==> src/rtl/ps_cmpt_pkg.sv <==
// Shared constants for the compute-issue scheduler: unit codes, instruction
// field positions and the fixed single-cycle latency of ALU/SHF.
package ps_cmpt_pkg;

  localparam logic [1:0] UNIT_ALU = 2'b00;
  localparam logic [1:0] UNIT_MUL = 2'b01;
  localparam logic [1:0] UNIT_SHF = 2'b10;
  localparam logic [1:0] UNIT_ILL = 2'b11;

  localparam int UNIT_HI  = 20;
  localparam int UNIT_LO  = 19;
  localparam int CTL_HI   = 18;
  localparam int CTL_LO   = 12;
  localparam int DEST_HI  = 11;
  localparam int DEST_LO  = 8;
  localparam int SRC0_HI  = 7;
  localparam int SRC0_LO  = 4;
  localparam int SRC1_HI  = 3;
  localparam int SRC1_LO  = 0;

  // Control bits with scheduling meaning
  localparam int MUL_MODE_HI = 18;  // [18:17]!=0 -> MUL reads both sources
  localparam int MUL_MODE_LO = 17;
  localparam int NO_SRC1_BIT = 16;  // ALU/SHF: no src1; MUL: no RF write
  localparam int ALU_NOWB    = 14;  // ALU: no RF write

  localparam logic [3:0] LAT_ALU_SHF = 4'd1;

endpackage

==> src/rtl/ps_cmpt_wb_slots.sv <==
// Write-back slot pipeline. Slot k holds a result due to write the RF k
// cycles from now; slot 1 is the write happening this cycle. Writers load
// the slot matching their latency after the shift.
module ps_cmpt_wb_slots
  import ps_cmpt_pkg::*;
#(
  parameter int MUL_LAT = 3
) (
  input  logic       clk,
  input  logic       rst,
  input  logic       ld_en_i,
  input  logic [3:0] ld_lat_i,
  input  logic [3:0] ld_addr_i,
  input  logic [1:0] ld_unit_i,
  input  logic [3:0] q_lat_i,
  output logic       conflict_o,
  output logic       hd_vld_o,
  output logic [3:0] hd_addr_o,
  output logic [1:0] hd_unit_o,
  output logic       any_vld_o
);

  logic [MUL_LAT:1]      vld_q,  vld_d;
  logic [MUL_LAT:1][3:0] addr_q, addr_d;
  logic [MUL_LAT:1][1:0] unit_q, unit_d;

  // Shift toward slot 1, then drop the new writer into its latency slot
  always_comb begin
    vld_d  = '0;
    addr_d = '0;
    unit_d = '0;
    for (int k = 1; k < MUL_LAT; k++) begin
      vld_d[k]  = vld_q[k+1];
      addr_d[k] = addr_q[k+1];
      unit_d[k] = unit_q[k+1];
    end
    for (int k = 1; k <= MUL_LAT; k++) begin
      if (ld_en_i && ld_lat_i == 4'(k)) begin
        vld_d[k]  = 1'b1;
        addr_d[k] = ld_addr_i;
        unit_d[k] = ld_unit_i;
      end
    end
  end

  // Slot registers; reset drops any in-flight write-back
  always_ff @(posedge clk or negedge rst) begin
    if (!rst) begin
      vld_q  <= '0;
      addr_q <= '0;
      unit_q <= '0;
    end else begin
      vld_q  <= vld_d;
      addr_q <= addr_d;
      unit_q <= unit_d;
    end
  end

  // A latency-L writer collides with whatever now sits in slot L+1, since
  // that entry shifts into slot L at the same edge
  always_comb begin
    conflict_o = 1'b0;
    for (int k = 1; k < MUL_LAT; k++) begin
      if (q_lat_i == 4'(k)) conflict_o = vld_q[k+1];
    end
  end

  assign hd_vld_o  = vld_q[1];
  assign hd_addr_o = vld_q[1] ? addr_q[1] : 4'd0;
  assign hd_unit_o = vld_q[1] ? unit_q[1] : 2'd0;
  assign any_vld_o = |vld_q;

endmodule

==> src/rtl/ps_cmpt_sched.sv <==
// In-order issue scheduler for ALU/MUL/SHF: decodes register usage, checks
// RAW/WAW/write-port hazards against a 16-entry scoreboard and the slot
// pipeline, and issues or stalls the presented instruction.
module ps_cmpt_sched
  import ps_cmpt_pkg::*;
#(
  parameter int MUL_LAT = 3,
  parameter int CNT_W   = 16
) (
  input  logic             clk,
  input  logic             rst,
  input  logic             cpt_en,
  input  logic [20:0]      bt_5t25,
  output logic             ps_cmpt_stall,
  output logic             ps_alu_go,
  output logic             ps_mul_go,
  output logic             ps_shf_go,
  output logic             ps_cmpt_illegal,
  output logic             ps_rf_wb_en,
  output logic [3:0]       ps_rf_wb_a,
  output logic [1:0]       ps_rf_wb_unit,
  output logic             ps_cmpt_busy,
  output logic [CNT_W-1:0] ps_stall_cnt
);

  logic [1:0]       unit;
  logic [3:0]       dest, src0, src1, lat;
  logic             is_alu, is_mul, is_shf, mul_2src;
  logic             src0_used, src1_used, writer;
  logic             raw, waw, port_cf, unit_ok, issue;
  logic [15:0]      busy_q, busy_d;
  logic [CNT_W-1:0] cnt_q;
  logic             hd_vld, slots_any;
  logic [3:0]       hd_addr;
  logic [1:0]       hd_unit;

  assign unit     = bt_5t25[UNIT_HI:UNIT_LO];
  assign dest     = bt_5t25[DEST_HI:DEST_LO];
  assign src0     = bt_5t25[SRC0_HI:SRC0_LO];
  assign src1     = bt_5t25[SRC1_HI:SRC1_LO];
  assign is_alu   = unit == UNIT_ALU;
  assign is_mul   = unit == UNIT_MUL;
  assign is_shf   = unit == UNIT_SHF;
  assign mul_2src = bt_5t25[MUL_MODE_HI:MUL_MODE_LO] != 2'b00;

  assign src0_used = is_alu | is_shf | (is_mul & mul_2src);
  assign src1_used = ((is_alu | is_shf) & ~bt_5t25[NO_SRC1_BIT]) | (is_mul & mul_2src);
  assign writer    = (is_alu & ~bt_5t25[ALU_NOWB]) | (is_mul & ~bt_5t25[NO_SRC1_BIT]) | is_shf;
  assign lat       = is_mul ? 4'(MUL_LAT) : LAT_ALU_SHF;

  // No bypass: a busy source holds the reader until the write-back edge
  assign raw     = (src0_used & busy_q[src0]) | (src1_used & busy_q[src1]);
  assign waw     = writer & busy_q[dest];
  assign unit_ok = rst & cpt_en & (unit != UNIT_ILL);

  assign ps_cmpt_stall   = unit_ok & (raw | waw | (writer & port_cf));
  assign issue           = unit_ok & ~ps_cmpt_stall;
  assign ps_alu_go       = issue & is_alu;
  assign ps_mul_go       = issue & is_mul;
  assign ps_shf_go       = issue & is_shf;
  assign ps_cmpt_illegal = rst & cpt_en & (unit == UNIT_ILL);

  ps_cmpt_wb_slots #(.MUL_LAT(MUL_LAT)) u_slots (
    .clk       (clk),
    .rst       (rst),
    .ld_en_i   (issue & writer),
    .ld_lat_i  (lat),
    .ld_addr_i (dest),
    .ld_unit_i (unit),
    .q_lat_i   (lat),
    .conflict_o(port_cf),
    .hd_vld_o  (hd_vld),
    .hd_addr_o (hd_addr),
    .hd_unit_o (hd_unit),
    .any_vld_o (slots_any)
  );

  // Clear the register finishing write-back, then set the new dest (set wins)
  always_comb begin
    busy_d = busy_q;
    if (hd_vld) busy_d[hd_addr] = 1'b0;
    if (issue && writer) busy_d[dest] = 1'b1;
  end

  // Scoreboard register
  always_ff @(posedge clk or negedge rst) begin
    if (!rst) busy_q <= '0;
    else      busy_q <= busy_d;
  end

  // Saturating count of stalled cycles
  always_ff @(posedge clk or negedge rst) begin
    if (!rst)                                cnt_q <= '0;
    else if (ps_cmpt_stall && cnt_q != '1)   cnt_q <= cnt_q + 1'b1;
  end

  assign ps_rf_wb_en   = hd_vld;
  assign ps_rf_wb_a    = hd_addr;
  assign ps_rf_wb_unit = hd_unit;
  assign ps_cmpt_busy  = slots_any | (|busy_q);
  assign ps_stall_cnt  = cnt_q;

  // Control bits that only the execution units interpret
  logic unused_ctl;
  assign unused_ctl = &{1'b0, bt_5t25[15], bt_5t25[13:12]};

endmodule

==> config.mk <==
export PLATFORM = sky130hd
export DESIGN_NAME = ps_cmpt_sched
export DESIGN_NICKNAME = d
export VERILOG_FILES = /design/src/rtl/ps_cmpt_pkg.sv /design/src/rtl/ps_cmpt_wb_slots.sv /design/src/rtl/ps_cmpt_sched.sv
export SDC_FILE = /design/constraint.sdc
export NUM_CORES = 1
export LEC_CHECK = 0
export ABC_AREA = 1
export CAP_MARGIN = 30
export CORE_ASPECT_RATIO = 0.8
export CORE_MARGIN = 10
export CORE_UTILIZATION = 55
export CTS_CLUSTER_SIZE = 20
export DETAILED_ROUTE_END_ITERATION = 16
export PLACE_DENSITY = 0.82
export SLEW_MARGIN = 30
export SYNTH_ARGS = -nofsm -noshare
export SYNTH_HDL_FRONTEND = slang
export SYNTH_SLANG_ARGS = --single-unit
==> constraint.sdc <==
create_clock -name clk -period 8.35 [get_ports clk]
set_clock_uncertainty 0.15 [all_clocks]
set_input_delay 2.505 -clock clk [delete_from_list [all_inputs] [get_ports clk]]
set_output_delay 2.505 -clock clk [all_outputs]
set_load 0.05 [all_outputs]
### Word level (Yosys, flattened, before mapping)

Cells that the tools add are included.

| storage, ports and cells | value |
|---|---|
| register bits after elaboration | 53 |
| word-level logic and storage cells | 93 |

| operators by class | value |
|---|---|
| add/subtract/negate cells | 1 |
| order comparisons | 6 |
| equal/unequal tests | 8 |
| mux-type cells | 26 |
| bitwise gates (word level) | 32 |
| reduce and logical (&&, ||, !) cells | 11 |

Operator list:

| operator | count |
|---|---|
| two-way mux 16 bit | 2 |
| less-than comparator 4 x 5 -> 1 bit, second input constant | 4 |
| bitwise AND 1 bit | 17 |
| adder 16 x 1 -> 16 bit, second input constant | 1 |
| bitwise AND 16 bit | 1 |
| two-way mux 4 bit | 4 |
| inequality test 16 bit, second input constant | 1 |
| NOT 16 bit | 1 |
| OR 16 bit | 1 |
| OR reduction 16 bit | 1 |
| binary-select mux 1 bit (select 4 bit) | 3 |
| two-way mux 1 bit | 10 |
| two-way mux 2 bit | 5 |
| OR 1 bit | 9 |
| demux 1 bit (select 4 bit) | 2 |
| equality test 2 bit, second input constant | 4 |
| >= comparator 4 x 1 -> 1 bit, second input constant | 2 |
| logical AND 1 bit | 7 |
| equality test 2 x 1 -> 1 bit, second input constant | 2 |
| NOT 1 bit | 3 |
| OR reduction 3 bit | 1 |
| logical NOT 2 bit | 1 |
| inequality test 2 bit, second input constant | 1 |
| nonzero test 2 bit | 1 |

### Logic depth before layout (Yosys ltp)

Gate-level depths: netlist of the first run.

| depth | value |
|---|---|
| word-level depth | 14 |
| gate-level depth with buffers | 15 |
| gate-level depth less buffers | 14 |

### Hierarchy

A second synthesis of the first run with hierarchy kept.

| second synthesis, totals | value |
|---|---|
| cell total of the unflattened synthesis | 487 |
| area, all modules | 3518.4 µm² |

Modules (own cells, without submodules):

| module | instances | cells an instance | area each (µm²) | sequential area each (µm²) |
|---|---|---|---|---|
| ps_cmpt_sched | 1 | 383 | 2568.7 | 800.8 |
| ps_cmpt_wb_slots | 1 | 104 | 949.7 | 525.5 |

### Least setup slack after synthesis of the first run

No wires, ideal clock.

| path | value |
|---|---|
| kind | in2out |
| start point | in cpt_en |
| end point | out ps_cmpt_illegal |
| arrival | 4.079 ns |
| data required time | 5.695 ns |
| path slack | 1.616 ns |
| stages | 2 |
| buffers on the path | 0 |
| cell sequence | inv_1 nor4_1 |

| on the way | value |
|---|---|
| word-level cells in the longest chain between the ends | 2 |

Ends and longest elaborated chain:

| what | line | text |
|---|---|---|
| start, declared | ps_cmpt_sched.sv:12 | `input logic cpt_en,` |
| bitwise AND 1 bit (2 in a row) | ps_cmpt_sched.sv:61 | `assign ps_cmpt_illegal = rst & cpt_en & (unit == UNIT_ILL);` |
| end, declared | ps_cmpt_sched.sv:18 | `output logic ps_cmpt_illegal,` |

Every way passes these cells.

### Final worst setup path of the first run

| path | value |
|---|---|
| start point | in bt_5t25[8] |
| end point | out ps_cmpt_stall |

| on the way | value |
|---|---|
| word-level cells in the longest chain between the ends | 6 |

Ends and longest elaborated chain:

| what | line | text |
|---|---|---|
| start, declared | ps_cmpt_sched.sv:13 | `input logic [20:0] bt_5t25,` |
| binary-select mux 1 bit (select 4 bit) | ps_cmpt_sched.sv:53 | `assign waw = writer & busy_q[dest];` |
| two-way mux 1 bit (implied by the code) | ps_cmpt_sched.sv:53 |  |
| bitwise AND 1 bit | ps_cmpt_sched.sv:53 |  |
| OR 1 bit (2 in a row) | ps_cmpt_sched.sv:56 | `assign ps_cmpt_stall = unit_ok & (raw \| waw \| (writer & port_cf));` |
| bitwise AND 1 bit | ps_cmpt_sched.sv:56 |  |
| end, declared | ps_cmpt_sched.sv:14 | `output logic ps_cmpt_stall,` |

Every way passes these cells. The select of a mux whose other input is x is not followed.

==> results_tabular.tex, run 1 <==
\begin{tabular}{lr}
\hline
Metric & Value \\
\hline
\multicolumn{2}{l}{\textbf{Critical path}} \\
End point of the critical path & ps\_cmpt\_stall \\
Origin of the critical flop-to-flop path & ps\_stall\_cnt[1] \\
Classification of the worst setup path & in2out \\
Endpoint type of the worst setup path & primary output \\
Peak fanout along the critical path & 18 \\
Endpoint of the lowest-slack register-to-register path & ps\_stall\_cnt[15] \\
Worst endpoint data arrival time & 5.27 ns \\
Worst R2R Path Depth & 9 \\
Worst setup path startpoint & bt\_5t25[8] \\
Endpoint required time on the critical path & 5.70 ns \\
Startpoint Class & input port \\
Register-to-register setup slack & 6.22 ns \\
\multicolumn{2}{l}{\textbf{Place}} \\
Detail Placement HPWL & 6500 um \\
GP Congestion & 0.948 \\
Placement Cell Area & between 3000 and 4000 um2 \\
Total of buffers placed on input and output ports & 49 \\
\multicolumn{2}{l}{\textbf{Synthesis}} \\
Number of warnings issued by yosys & 0 \\
Net count after synthesis & 448 \\
Proportion of register bits with asynchronous set or reset after synthesis & 100\% \\
Number of enable-type register cells in the synthesized netlist & 0 \\
Most area-hungry cell type in the Yosys netlist & sky130\_fd\_sc\_hd\_\_dfrtp\_1 \\
Top-area cell type share of the netlist area & 41.4\% \\
Cell with the most instances after synthesis & sky130\_fd\_sc\_hd\_\_nand2\_1 \\
Most used flip-flop cell after synthesis & sky130\_fd\_sc\_hd\_\_dfrtp\_1 \\
Sequential cell area fraction in the yosys report & around 41\% \\
Post-synthesis cell type count & 36 \\
Cells after Synth & 423 \\
Syn\_area\_per\_cell & 7.58 um2 \\
Synthesis-stage register bit count & 53 \\
Largest cells by area after synthesis & sky130\_fd\_sc\_hd\_\_dfrtp\_1 (41\%), sky130\_fd\_sc\_hd\_\_nand2\_1 (17\%), sky130\_fd\_sc\_hd\_\_nand3\_1 (8.9\%) \\
Total standard cell area after synthesis & 3210 um2 \\
Most frequent cells after synthesis & sky130\_fd\_sc\_hd\_\_nand2\_1 (148), sky130\_fd\_sc\_hd\_\_nand3\_1 (57), sky130\_fd\_sc\_hd\_\_dfrtp\_1 (53) \\
\multicolumn{2}{l}{\textbf{Outcome}} \\
Status & finished, final reports clean \\
\multicolumn{2}{l}{\textbf{Route}} \\
Via density per instance & 5.43 \\
First-pass detailed-route iteration total & 5 \\
Total DRC errors in the routed layout & 0 \\
Vias after detailed routing & 2992 \\
ANT nets after route & 0 \\
Detailed Route Iter0 Violations & between 300 and 400 \\
Average routed wire per standard cell & 15.8 um \\
Drt total wl & 8720 um \\
\multicolumn{2}{l}{\textbf{STA}} \\
Max-slew violation count & 0 \\
Worst-case headroom to the max-slew limit & 54.9\% \\
Number of endpoints with negative hold slack in the final report & 0 \\
Period Utilization, post-route & between 90\% and 100\% \\
Maximum clock frequency & $\sim$130 MHz \\
Final min period & 7.92 ns \\
Unrepaired setup endpoints after global routing & no \\
Count of endpoints failing setup in the final report & 0 \\
Hold\_ws & 0.207 ns \\
Accumulated negative setup slack & 0 ns \\
Worst-Margin Slew & 0.677 ns \\
\multicolumn{2}{l}{\textbf{Global routing}} \\
Global-route met1 utilization & 24.1\% \\
Vias in the first global route & 3017 \\
Number of antenna violations at the first check in global routing & 0 \\
Wire length of the first global-routing pass & 14700 um \\
Tot GR Track Use & 19.2\% \\
Routing usage on met2 & 31.4\% \\
Maximum number of pins on one net before global-route repair & 54 \\
Busiest layer in global routing & met2 \\
GR Layer Usage met3 & 6.25\% \\
GRT Residual Overflow & 0 \\
\multicolumn{2}{l}{\textbf{Cells and area}} \\
Final Cell Area & 3800 um2 \\
Share of final-layout standard cells stronger than drive strength 1 & about 11\% \\
Post-synthesis to final-layout area growth & 18.6\% \\
Number of antenna diodes & 0 \\
Layout fillers & 460 \\
Post-layout util & 68.4\% \\
NumNets Final & between 400 and 500 \\
\multicolumn{2}{l}{\textbf{Power and ir drop}} \\
Switching Power & between 150 and 200 uW \\
Areal power density over the cells & about 150 nW/um2 \\
Total power & 567 uW \\
Share of total power consumed by net switching & 34.2\% \\
Leak & 0.00188 uW \\
Power Internal & 373 uW \\
Worst VDD drop & 0.0800 mV \\
Part of the power in registers & 50.0\% \\
Proportion of power drawn by the clock network & 26.2\% \\
Portion of total power attributed to combinational logic & 23.8\% \\
\multicolumn{2}{l}{\textbf{Clocking}} \\
Clock Root Buffer & sky130\_fd\_sc\_hd\_\_clkbuf\_8 \\
Setup Fix Bufs, Post-CTS & 0 \\
Clock transition at the register clock pins on the worst setup and hold paths after CTS & 0.10 ns \\
TritonCTS clock tree & done \\
Sink count of the clock tree & 53 \\
H-tree depth reported by CTS & 2 \\
Max Buffers Root-to-Sink & 2 \\
Clock insertion delay at the later pin of the skew report & 0.31 ns \\
Hold-fix buffer count after cts & 0 \\
Cts bufs inserted & 5 \\
Gates resized, CTS repair & 0 \\
\multicolumn{2}{l}{\textbf{Floorplanning}} \\
Die width & roughly 110 um \\
Initial core utilization & 57.7\% \\
Die Y & 88.3 um \\
Floorplan row count & 24 \\
I/O Pins & 53 \\
Area of the core region & 5560 um2 \\
Die Footprint & $\sim$9300 um2 \\
\multicolumn{2}{l}{\textbf{Hold path}} \\
Class of the most critical hold timing path & reg2reg \\
\multicolumn{2}{l}{\textbf{Flow run}} \\
Max-cap violations & 0 \\
\hline
\end{tabular}
==> sequential cells by signal, summed over array words and instances (netlist names) <==
signal	count
busy_q	16
u_slots.unit_q	6
u_slots.addr_q	12
ps_stall_cnt	16
u_slots.vld_q	3
==> routing by layer <==
layer / wire, um / vias up
met5: 0 / -
met4: 200 / 0
met3: 824 / 23
met2: 3970 / 140
met1: 3730 / 1368
li1: - / 1461
==> metrics by stage <==
| stage | worst slack (ns) | instances |
|---|---|---|
| after global placement | 0.549 | 543 |
| after CTS | 0.470 | 551 |
| after floorplan | 1.62 | 423 |
| final | 0.429 | 551 |
| after detailed placement | 0.474 | 543 |
| after global routing | 0.345 | 551 |
==> area by class of cell <==
cell class	instances	area, um2	share of cell area (%)
inverter	40	158	4.15
sequential	53	1330	34.9
clock inverter	2	13.8	0.362
clock buffer	6	72.6	1.91
timing repair buffer	51	500	13.2
multi-input combinational	321	1630	43.0
tap	78	97.6	2.57
==> placed cells by master (no fill, tap or decap), types with 10 or more instances in the layout <==
cell and n:
sky130_fd_sc_hd__nor2_1 21, sky130_fd_sc_hd__o21ai_0 24, sky130_fd_sc_hd__clkdlybuf4s50_1 48, sky130_fd_sc_hd__inv_1 33, sky130_fd_sc_hd__o21ai_2 11, sky130_fd_sc_hd__nand3_1 57, sky130_fd_sc_hd__dfrtp_1 53, sky130_fd_sc_hd__xor2_1 10
sky130_fd_sc_hd__nand2_2 13, sky130_fd_sc_hd__nand2_1 148
==> critical path: stages <==
cell	delay, ns
sky130_fd_sc_hd__clkdlybuf4s50_1	0.70
sky130_fd_sc_hd__inv_2	0.18
sky130_fd_sc_hd__nor2_2	0.29
sky130_fd_sc_hd__nand2_1	0.09
sky130_fd_sc_hd__nand3_1	0.09
sky130_fd_sc_hd__nand2_1	0.07
sky130_fd_sc_hd__nand2_2	0.10
sky130_fd_sc_hd__o21bai_4	0.08
sky130_fd_sc_hd__nand3_4	0.09
sky130_fd_sc_hd__nand2_4	0.08
sky130_fd_sc_hd__inv_8	0.15
sky130_fd_sc_hd__clkdlybuf4s50_1	0.83
==> worst min path at each step <==
stage                        from                 to  slack, ns  depth (start not counted)
2_1_floorplan   u_slots.addr_q[8]  u_slots.addr_q[4]       0.18                          0
3_3_place_gp    u_slots.unit_q[5]  u_slots.unit_q[3]       0.18                          0
3_5_place_dp    u_slots.addr_q[9]  u_slots.addr_q[5]       0.18                          0
4_1_cts         u_slots.addr_q[9]  u_slots.addr_q[5]       0.21                          0
5_1_grt        u_slots.addr_q[10]  u_slots.addr_q[6]       0.22                          0
6_report        u_slots.addr_q[9]  u_slots.addr_q[5]       0.21                          0
==> logic make-up after synthesis <==
family / after synthesis / synth area share [%]
and+or+nand+nor: 264 / 38.4
DFF: 53 / 41.4
buffers and inverters: 49 / 7.65
AOI/OAI and AO/OA: 41 / 8.27
xor gates and xnor gates: 14 / 3.82
adders and majority gates: 1 / 0.390
other: 1 / 0.117
==> power groups by stage <==
stage	sequential [uW]	combinational, uW	clock, uW
global route	286	146	161
floorplan	311	61.6	0
finish	284	135	149
global placement	288	130	0
detailed placement	288	135	0
CTS	283	135	149
Note: power is estimated with default switching activity, not from simulation.
==> run 2, diff against run 1 <==
Settings changed: ABC_CLOCK_PERIOD_IN_PS set to 6800, CORE_UTILIZATION 55 to 48, PLACE_DENSITY 0.82 to 0.76.
Clock period 8.35 ns to 6.8 ns, I/O delays scaled along.
==> run 2 against run 1 <==
- sequential power is 22% higher
- routed wire length is 0.58% lower
- critical path type unchanged
- combinational power is 22% higher
- critical path depth is 2 higher
- highest routed layer unchanged
- die area is 11% higher
- via count is 0.40% higher
- non-clock buffer count is 1 lower
- worst setup slack worse by 0.13 ns
- count of clock-buffer cells in the layout stayed put
- critical endpoint is now ps_shf_go
- core utilization is 8.6 points lower
- final cell count is 0.91% higher
==> results_tabular.tex, run 2 (synthesized netlist as in run 1, its figures left out) <==
\begin{tabular}{lr}
\hline
Metric & Value \\
\hline
\multicolumn{2}{l}{\textbf{Route}} \\
Average routed wire per standard cell & 15.6 um (-1.5\%) \\
ANT nets after route & 0 (unchanged) \\
Drt total wl & 8670 um (-0.58\%) \\
Via density per instance & 5.40 (-0.50\%) \\
Total DRC errors in the routed layout & 0 (unchanged) \\
Vias after detailed routing & 3004 (+0.40\%) \\
First-pass detailed-route iteration total & 5 (unchanged) \\
Detailed Route Iter0 Violations & 192 (-46\%) \\
\multicolumn{2}{l}{\textbf{Critical path}} \\
Critical path's most frequent cell & sky130\_fd\_sc\_hd\_\_nand2\_1 \\
Endpoint required time on the critical path & 4.61 ns (-1.09 ns) \\
CP max-delay cell & sky130\_fd\_sc\_hd\_\_clkdlybuf4s50\_1 \\
Peak fanout along the critical path & 13 (-5) \\
Classification of the worst setup path & in2out \\
CP bufs+invs & 3 (-1) \\
Endpoint type of the worst setup path & primary output \\
Total stage count of the critical path & 14 (+2) \\
Critical-path cell list & clkdlybuf4s50\_1 -> inv\_2 -> nand2\_1 -> nand2\_1 -> nand2\_1 -> nand3\_1 -> nand2\_1 -> nand2\_2 -> o21bai\_4 -> nand3\_4 -> nor2\_4 -> nand2\_1 -> nor2\_1 -> buf\_12 \\
Cell family with the largest share of critical-path delay & buffers and inverters \\
Startpoint Class & input port \\
Worst endpoint data arrival time & 4.31 ns (-0.96 ns) \\
Max stage delay on crit path & 0.78 ns (-0.05 ns) \\
Worst R2R Path Depth & 9 (unchanged) \\
\multicolumn{2}{l}{\textbf{Hold path}} \\
Hold-critical path depth & 0 (unchanged) \\
Class of the most critical hold timing path & reg2reg \\
\multicolumn{2}{l}{\textbf{Power and ir drop}} \\
Areal power density over the cells & 182 nW/um2 (+22\%) \\
Share of total power consumed by net switching & 33.3\% (-0.97 points) \\
Portion of total power attributed to combinational logic & 23.5\% (-0.3 points) \\
Leak & 0.00190 uW (+1.1\%) \\
Switching Power & 233 uW (+20\%) \\
Power Internal & 468 uW (+25\%) \\
Proportion of power drawn by the clock network & 26.9\% (+0.7 points) \\
Part of the power in registers & 49.5\% (-0.5 points) \\
Worst VDD drop & 0.0882 mV (+10\%) \\
\multicolumn{2}{l}{\textbf{Cells and area}} \\
Non-filler cells, final & 556 (+0.91\%) \\
Commonest non-fill, non-tap cells in the layout & sky130\_fd\_sc\_hd\_\_nand2\_1 (148), sky130\_fd\_sc\_hd\_\_nand3\_1 (57), sky130\_fd\_sc\_hd\_\_dfrtp\_1 (53) \\
Post-synthesis to final-layout area growth & 20.2\% \\
NumNets Final & 496 (-0.20\%) \\
Most common cell after layout, fill and taps aside & sky130\_fd\_sc\_hd\_\_nand2\_1 \\
Post-layout util & 59.8\% (-8.6 points) \\
Number of antenna diodes & 0 (unchanged) \\
Share of final-layout standard cells stronger than drive strength 1 & 12.1\% (+0.87 points) \\
\multicolumn{2}{l}{\textbf{Floorplanning}} \\
Die width & 111 um (+5.7\%) \\
Initial core utilization & 49.8\% (-7.9 points) \\
Die Y & 93.1 um (+5.4\%) \\
Die Footprint & 10400 um2 (+11\%) \\
Area of the core region & 6440 um2 (+16\%) \\
Floorplan row count & 26 (+8.3\%) \\
I/O Pins & 53 (unchanged) \\
\multicolumn{2}{l}{\textbf{Place}} \\
GP Congestion & 0.941 (-0.78\%) \\
Detail Placement HPWL & 6590 um (+1.4\%) \\
Total of buffers placed on input and output ports & 49 (unchanged) \\
Post-placement cell count & 548 (+0.92\%) \\
\multicolumn{2}{l}{\textbf{STA}} \\
Unrepaired setup endpoints after global routing & no \\
Max-slew violation count & 0 (unchanged) \\
Number of endpoints with negative hold slack in the final report & 0 (unchanged) \\
Hold\_ws & 0.208 ns (+0.000489 ns) \\
Count of endpoints failing setup in the final report & 0 (unchanged) \\
Final min period & about 6.5 ns \\
Accumulated negative setup slack & 0 ns (unchanged) \\
Worst-case headroom to the max-slew limit & 56.4\% (+1.5 points) \\
Worst-Margin Slew & 0.654 ns (-0.0226 ns) \\
Maximum clock frequency & 154 MHz \\
Period Utilization, post-route & 95.6\% \\
\multicolumn{2}{l}{\textbf{Global routing}} \\
Tot GR Track Use & 17.1\% (-2.2 points) \\
Vias in the first global route & 2902 (-3.8\%) \\
GRT Residual Overflow & 0 (unchanged) \\
Maximum number of pins on one net before global-route repair & 54 (unchanged) \\
Number of antenna violations at the first check in global routing & 0 (unchanged) \\
Wire length of the first global-routing pass & 14800 um (+0.70\%) \\
\multicolumn{2}{l}{\textbf{Clocking}} \\
Setup Fix Bufs, Post-CTS & 0 (unchanged) \\
Max Buffers Root-to-Sink & 2 (unchanged) \\
Gates resized, CTS repair & 0 (unchanged) \\
Clock transition at the register clock pins on the worst setup and hold paths after CTS & 0.10 ns (about the same) \\
Hold-fix buffer count after cts & 0 (unchanged) \\
Cts bufs inserted & 5 (unchanged) \\
Sink count of the clock tree & 53 (unchanged) \\
H-tree depth reported by CTS & 2 (unchanged) \\
TritonCTS clock tree & done \\
Clock insertion delay at the later pin of the skew report & 0.32 ns (about the same) \\
Clock Root Buffer & sky130\_fd\_sc\_hd\_\_clkbuf\_8 \\
\multicolumn{2}{l}{\textbf{Outcome}} \\
Status & finished, final reports clean \\
\multicolumn{2}{l}{\textbf{Flow run}} \\
Max-cap violations & 0 (unchanged) \\
\hline
\end{tabular}
==> run 2: layout make-up <==
type / count / area [um2]
multi-input cells: 321 / 1630
well taps: 84 / 105
inverters: 40 / 158
flip-flops and latches: 53 / 1330
clock buffers: 6 / 82.6
repair buffers: 50 / 533
fillers: 588 / 2590
clock inverters: 2 / 13.8
==> run 2: final timing paths <==
path / from / to / slack, ns
setup / recovery: bt_5t25[8] / ps_shf_go / 0.30
hold / removal: u_slots.addr_q[8] / u_slots.addr_q[4] / 0.21
setup reg to reg: ps_stall_cnt[1] / ps_stall_cnt[0] / 4.60
hold reg to reg: u_slots.addr_q[8] / u_slots.addr_q[4] / 0.21
max in group asynchronous: rst / busy_q[1] / 4.31
min in group asynchronous: rst / u_slots.addr_q[5] / 1.74
==> run 2: per-layer routing <==
layer | vias up | GRT usage, % | routed length, um
li1 | 1460 | - | -
met4 | 0 | 5.56 | 127
met5 | - | 0 | 0
met3 | 14 | 3.83 | 568
met2 | 103 | 27.2 | 4010
met1 | 1427 | 22.5 | 3970
==> run 2: power by group through the flow <==
stage	Sequential, uW	Clock [uW]	Combinational [uW]
after detailed placement	353	0	166
final	347	189	165
after global placement	353	0	162
after floorplan	382	0	75.7
after global routing	349	204	179
after CTS	347	192	166
==> run 2: stage by stage <==
stage	power, uW	worst slack [ns]	cell area [um2]
after floorplan	458	0.996	3210
after global placement	516	0.421	3760
after detailed placement	518	0.369	3760
after CTS	705	0.361	3850
after global routing	733	0.158	3850
final	701	0.300	3850
==> run 2: worst register-to-register path, cell delays in order (launching register included) <==
cell and delay, ns:
sky130_fd_sc_hd__dfrtp_1 0.42, sky130_fd_sc_hd__ha_1 0.25, sky130_fd_sc_hd__nand3_1 0.15, sky130_fd_sc_hd__inv_1 0.12, sky130_fd_sc_hd__nand4_1 0.10, sky130_fd_sc_hd__nor2_1 0.21, sky130_fd_sc_hd__nand4_4 0.32, sky130_fd_sc_hd__nand2_8 0.28
sky130_fd_sc_hd__nand2_1 0.08, sky130_fd_sc_hd__nand2_1 0.06
==> run 3, diff against run 2 <==
Settings changed: CORE_UTILIZATION 48 to 49, SYNTH_HIERARCHICAL set to 1.
==> run 3 against run 2 <==
- synthesized cell count rose by 15%
- first-iteration DRC count is 20% higher
- clock power grew 17%
- worst setup slack better by 0.17 ns
- sequential power down 1%
- via count increased by 13%
- fmax grew 2.8%
- count of clock-buffer cells in the layout is 1 higher
- routed wire length is 8.7% higher
- global-route usage increased by 0.43 points
- die area increased by 6.0%
- critical path type unchanged
- highest routed layer unchanged
==> results_tabular.tex, run 3 <==
\begin{tabular}{lr}
\hline
Metric & Value \\
\hline
\multicolumn{2}{l}{\textbf{Synthesis}} \\
Share of synthesized cell area in full adder, half adder and majority cells & 0.356\% (-0.035 points) \\
Synthesis-stage register bit count & 53 (unchanged) \\
Cell with the most instances after synthesis & sky130\_fd\_sc\_hd\_\_nand2\_1 \\
Fraction of the mapped netlist area in compound gates & 6.33\% (-1.9 points) \\
Sequential cell area fraction in the yosys report & 37.7\% (-3.7 points) \\
Syn\_area\_per\_cell & 7.22 um2 (-4.7\%) \\
Top-area cell type share of the netlist area & 37.7\% (-3.7 points) \\
Total standard cell area after synthesis & 3520 um2 (+9.8\%) \\
Most area-hungry cell type in the Yosys netlist & sky130\_fd\_sc\_hd\_\_dfrtp\_1 \\
Cells after Synth & 487 (+15\%) \\
Main combinational cell family by area after synthesis & simple AND/OR/NAND/NOR gates \\
Multiplexer share of the synthesized area & 0\% (unchanged) \\
Most used flip-flop cell after synthesis & sky130\_fd\_sc\_hd\_\_dfrtp\_1 \\
Post-synthesis cell type count & 37 (+2.8\%) \\
Number of enable-type register cells in the synthesized netlist & 0 (unchanged) \\
Number of warnings issued by yosys & 6 (+6) \\
Fraction of the mapped netlist area in simple logic gates & 43.3\% (+4.9 points) \\
Largest cells by area after synthesis & sky130\_fd\_sc\_hd\_\_dfrtp\_1 (38\%), sky130\_fd\_sc\_hd\_\_nand2\_1 (17\%), sky130\_fd\_sc\_hd\_\_nand3\_1 (5.8\%) \\
Proportion of register bits with asynchronous set or reset after synthesis & 100\% (unchanged) \\
Xor and xnor fraction of the mapped netlist area & 3.24\% (-0.59 points) \\
Most frequent cells after synthesis & sky130\_fd\_sc\_hd\_\_nand2\_1 (160), sky130\_fd\_sc\_hd\_\_dfrtp\_1 (53), sky130\_fd\_sc\_hd\_\_inv\_1 (51) \\
\multicolumn{2}{l}{\textbf{Critical path}} \\
Worst R2R Path Depth & 12 (+3) \\
Startpoint Class & input port \\
Endpoint required time on the critical path & 4.61 ns (about the same) \\
Classification of the worst setup path & in2out \\
Peak fanout along the critical path & 12 (-1) \\
Worst endpoint data arrival time & 4.13 ns (-0.18 ns) \\
Endpoint type of the worst setup path & primary output \\
\multicolumn{2}{l}{\textbf{Route}} \\
Via density per instance & 5.38 (-0.34\%) \\
Vias after detailed routing & 3403 (+13\%) \\
Detailed Route Iter0 Violations & 231 (+20\%) \\
ANT nets after route & 0 (unchanged) \\
Average routed wire per standard cell & 14.9 um (-4.3\%) \\
First-pass detailed-route iteration total & 4 (-1) \\
Total DRC errors in the routed layout & 0 (unchanged) \\
Drt total wl & 9430 um (+8.7\%) \\
\multicolumn{2}{l}{\textbf{Floorplanning}} \\
Die Footprint & 11000 um2 (+6.0\%) \\
Die width & 115 um (+3.0\%) \\
Die Y & 95.8 um (+2.9\%) \\
Initial core utilization & 50.8\% (+1.0 points) \\
Area of the core region & 6930 um2 (+7.5\%) \\
I/O Pins & 53 (unchanged) \\
Floorplan row count & 27 (+3.8\%) \\
\multicolumn{2}{l}{\textbf{Global routing}} \\
Vias in the first global route & 3233 (+11\%) \\
GRT Residual Overflow & 0 (unchanged) \\
Number of antenna violations at the first check in global routing & 0 (unchanged) \\
Tot GR Track Use & 17.5\% (+0.43 points) \\
Maximum number of pins on one net before global-route repair & 54 (unchanged) \\
Wire length of the first global-routing pass & 16000 um (+8.1\%) \\
\multicolumn{2}{l}{\textbf{STA}} \\
Number of endpoints with negative hold slack in the final report & 0 (unchanged) \\
Maximum clock frequency & 158 MHz (+2.8\%) \\
Worst-case headroom to the max-slew limit & 54.9\% (-1.5 points) \\
Final min period & 6.32 ns (-0.175 ns) \\
Period Utilization, post-route & 93.0\% (-2.6 points) \\
Count of endpoints failing setup in the final report & 0 (unchanged) \\
Max-slew violation count & 0 (unchanged) \\
Accumulated negative setup slack & 0 ns (unchanged) \\
Unrepaired setup endpoints after global routing & no \\
Worst-Margin Slew & 0.677 ns (+0.0228 ns) \\
\multicolumn{2}{l}{\textbf{Power and ir drop}} \\
Proportion of power drawn by the clock network & 30.0\% (+3.1 points) \\
Areal power density over the cells & 174 nW/um2 (-4.6\%) \\
Worst VDD drop & 0.109 mV (+24\%) \\
Switching Power & 235 uW (+0.83\%) \\
Share of total power consumed by net switching & 31.8\% (-1.5 points) \\
Power Internal & 504 uW (+7.9\%) \\
Portion of total power attributed to combinational logic & 23.6\% (about the same) \\
Part of the power in registers & 46.4\% (-3.1 points) \\
Leak & 0.00207 uW (+8.8\%) \\
\multicolumn{2}{l}{\textbf{Place}} \\
Total of buffers placed on input and output ports & 49 (unchanged) \\
Detail Placement HPWL & 7070 um (+7.3\%) \\
Placement Cell Area & 4140 um2 (+10\%) \\
Post-placement cell count & 624 (+14\%) \\
GP Congestion & 0.927 (-1.4\%) \\
\multicolumn{2}{l}{\textbf{Clocking}} \\
H-tree depth reported by CTS & 2 (unchanged) \\
Max Buffers Root-to-Sink & 2 (unchanged) \\
Sink count of the clock tree & 53 (unchanged) \\
Gates resized, CTS repair & 0 (unchanged) \\
Clock Root Buffer & sky130\_fd\_sc\_hd\_\_clkbuf\_8 \\
Clock transition at the register clock pins on the worst setup and hold paths after CTS & 0.09 ns (about the same) \\
Setup Fix Bufs, Post-CTS & 0 (unchanged) \\
TritonCTS clock tree & done \\
Clock insertion delay at the later pin of the skew report & 0.31 ns (about the same) \\
Hold-fix buffer count after cts & 0 (unchanged) \\
Cts bufs inserted & 5 (unchanged) \\
\multicolumn{2}{l}{\textbf{Cells and area}} \\
NumNets Final & 569 (+15\%) \\
Non-filler cells, final & 632 (+14\%) \\
Commonest non-fill, non-tap cells in the layout & sky130\_fd\_sc\_hd\_\_nand2\_1 (160), sky130\_fd\_sc\_hd\_\_dfrtp\_1 (53), sky130\_fd\_sc\_hd\_\_inv\_1 (51) \\
Number of antenna diodes & 0 (unchanged) \\
Layout fillers & 640 (+8.8\%) \\
Sequential cell area in the final layout & 1330 um2 (unchanged) \\
Post-layout util & 61.5\% (+1.7 points) \\
Area of combinational cells with multiple inputs & 1910 um2 (+17\%) \\
Final Cell Area & 4260 um2 (+11\%) \\
Post-synthesis to final-layout area growth & 21.1\% \\
Most common cell after layout, fill and taps aside & sky130\_fd\_sc\_hd\_\_nand2\_1 \\
Share of final-layout standard cells stronger than drive strength 1 & 9.91\% (-2.2 points) \\
\multicolumn{2}{l}{\textbf{Flow run}} \\
Max-cap violations & 0 (unchanged) \\
\multicolumn{2}{l}{\textbf{Hold path}} \\
Hold-critical path depth & 2 (+2) \\
Class of the most critical hold timing path & reg2reg \\
\multicolumn{2}{l}{\textbf{Outcome}} \\
Status & finished, final reports clean \\
\hline
\end{tabular}
-- run 3: power by group through the flow --
| stage | clock network, uW | registers [uW] | logic [uW] |
|---|---|---|---|
| after floorplan | 0 | 378 | 82.1 |
| after global placement | 0 | 348 | 170 |
| after detailed placement | 0 | 349 | 173 |
| after CTS | 226 | 342 | 174 |
| after global routing | 241 | 345 | 191 |
| final | 222 | 343 | 174 |
-- run 3: final cells by class --
class                      instances  share of cell area [%]
multi-input combinational        371                    44.8
timing repair buffer              58                    13.9
clock buffer                       7                    2.03
clock inverter                     1                   0.705
sequential                        53                    31.1
inverter                          55                    4.90
tap                               87                    2.56
-- run 3: metal layers --
| metal | wire [um] | track usage (%) |
|---|---|---|
| met1 | 4130 | 22.9 |
| met2 | 4460 | 28.7 |
| met3 | 738 | 4.35 |
| met4 | 93 | 4.01 |
| met5 | 0 | 0 |
-- run 3: final timing paths --
path / start / to / slack, ns
worst max-delay path: bt_5t25[0] / ps_alu_go / 0.48
worst min-delay path: u_slots/unit_q[4] / u_slots/unit_q[2] / 0.30
worst max register to register: busy_q[13] / u_slots/addr_q[1] / 4.28
worst min register to register: u_slots/unit_q[4] / u_slots/unit_q[2] / 0.30
max in group asynchronous: rst / u_slots/addr_q[9] / 4.27
min in group asynchronous: rst / busy_q[9] / 1.79
-- run 3: critical path, stage by stage --
cell and delay [ns]:
sky130_fd_sc_hd__clkdlybuf4s50_1 0.70, sky130_fd_sc_hd__inv_1 0.16, sky130_fd_sc_hd__nand2_1 0.10, sky130_fd_sc_hd__nand3_1 0.06, sky130_fd_sc_hd__nand3_1 0.09, sky130_fd_sc_hd__nand3_1 0.14, sky130_fd_sc_hd__nand3_1 0.16, sky130_fd_sc_hd__nand3_2 0.14
sky130_fd_sc_hd__nor2_8 0.11, sky130_fd_sc_hd__nand2_1 0.07, sky130_fd_sc_hd__nor2_1 0.19, sky130_fd_sc_hd__buf_12 0.17
-- run 3: per-stage QoR --
stage	setup slack (ns)	hold slack, ns	total power (uW)
after global placement	0.521	0.269	518
final	0.475	0.302	739
after global routing	0.200	0.330	778
after detailed placement	0.465	0.280	522
after CTS	0.459	0.301	742
after floorplan	0.546	0.268	460
-- run 3: cells by family after synthesis --
logic type	after synthesis
buffers and inverters	69
AND/OR/NAND/NOR	312
adder cells (fa/ha/maj)	1
AO/OA/AOI/OAI	37
other	2
flip-flops	53
XOR/XNOR	13
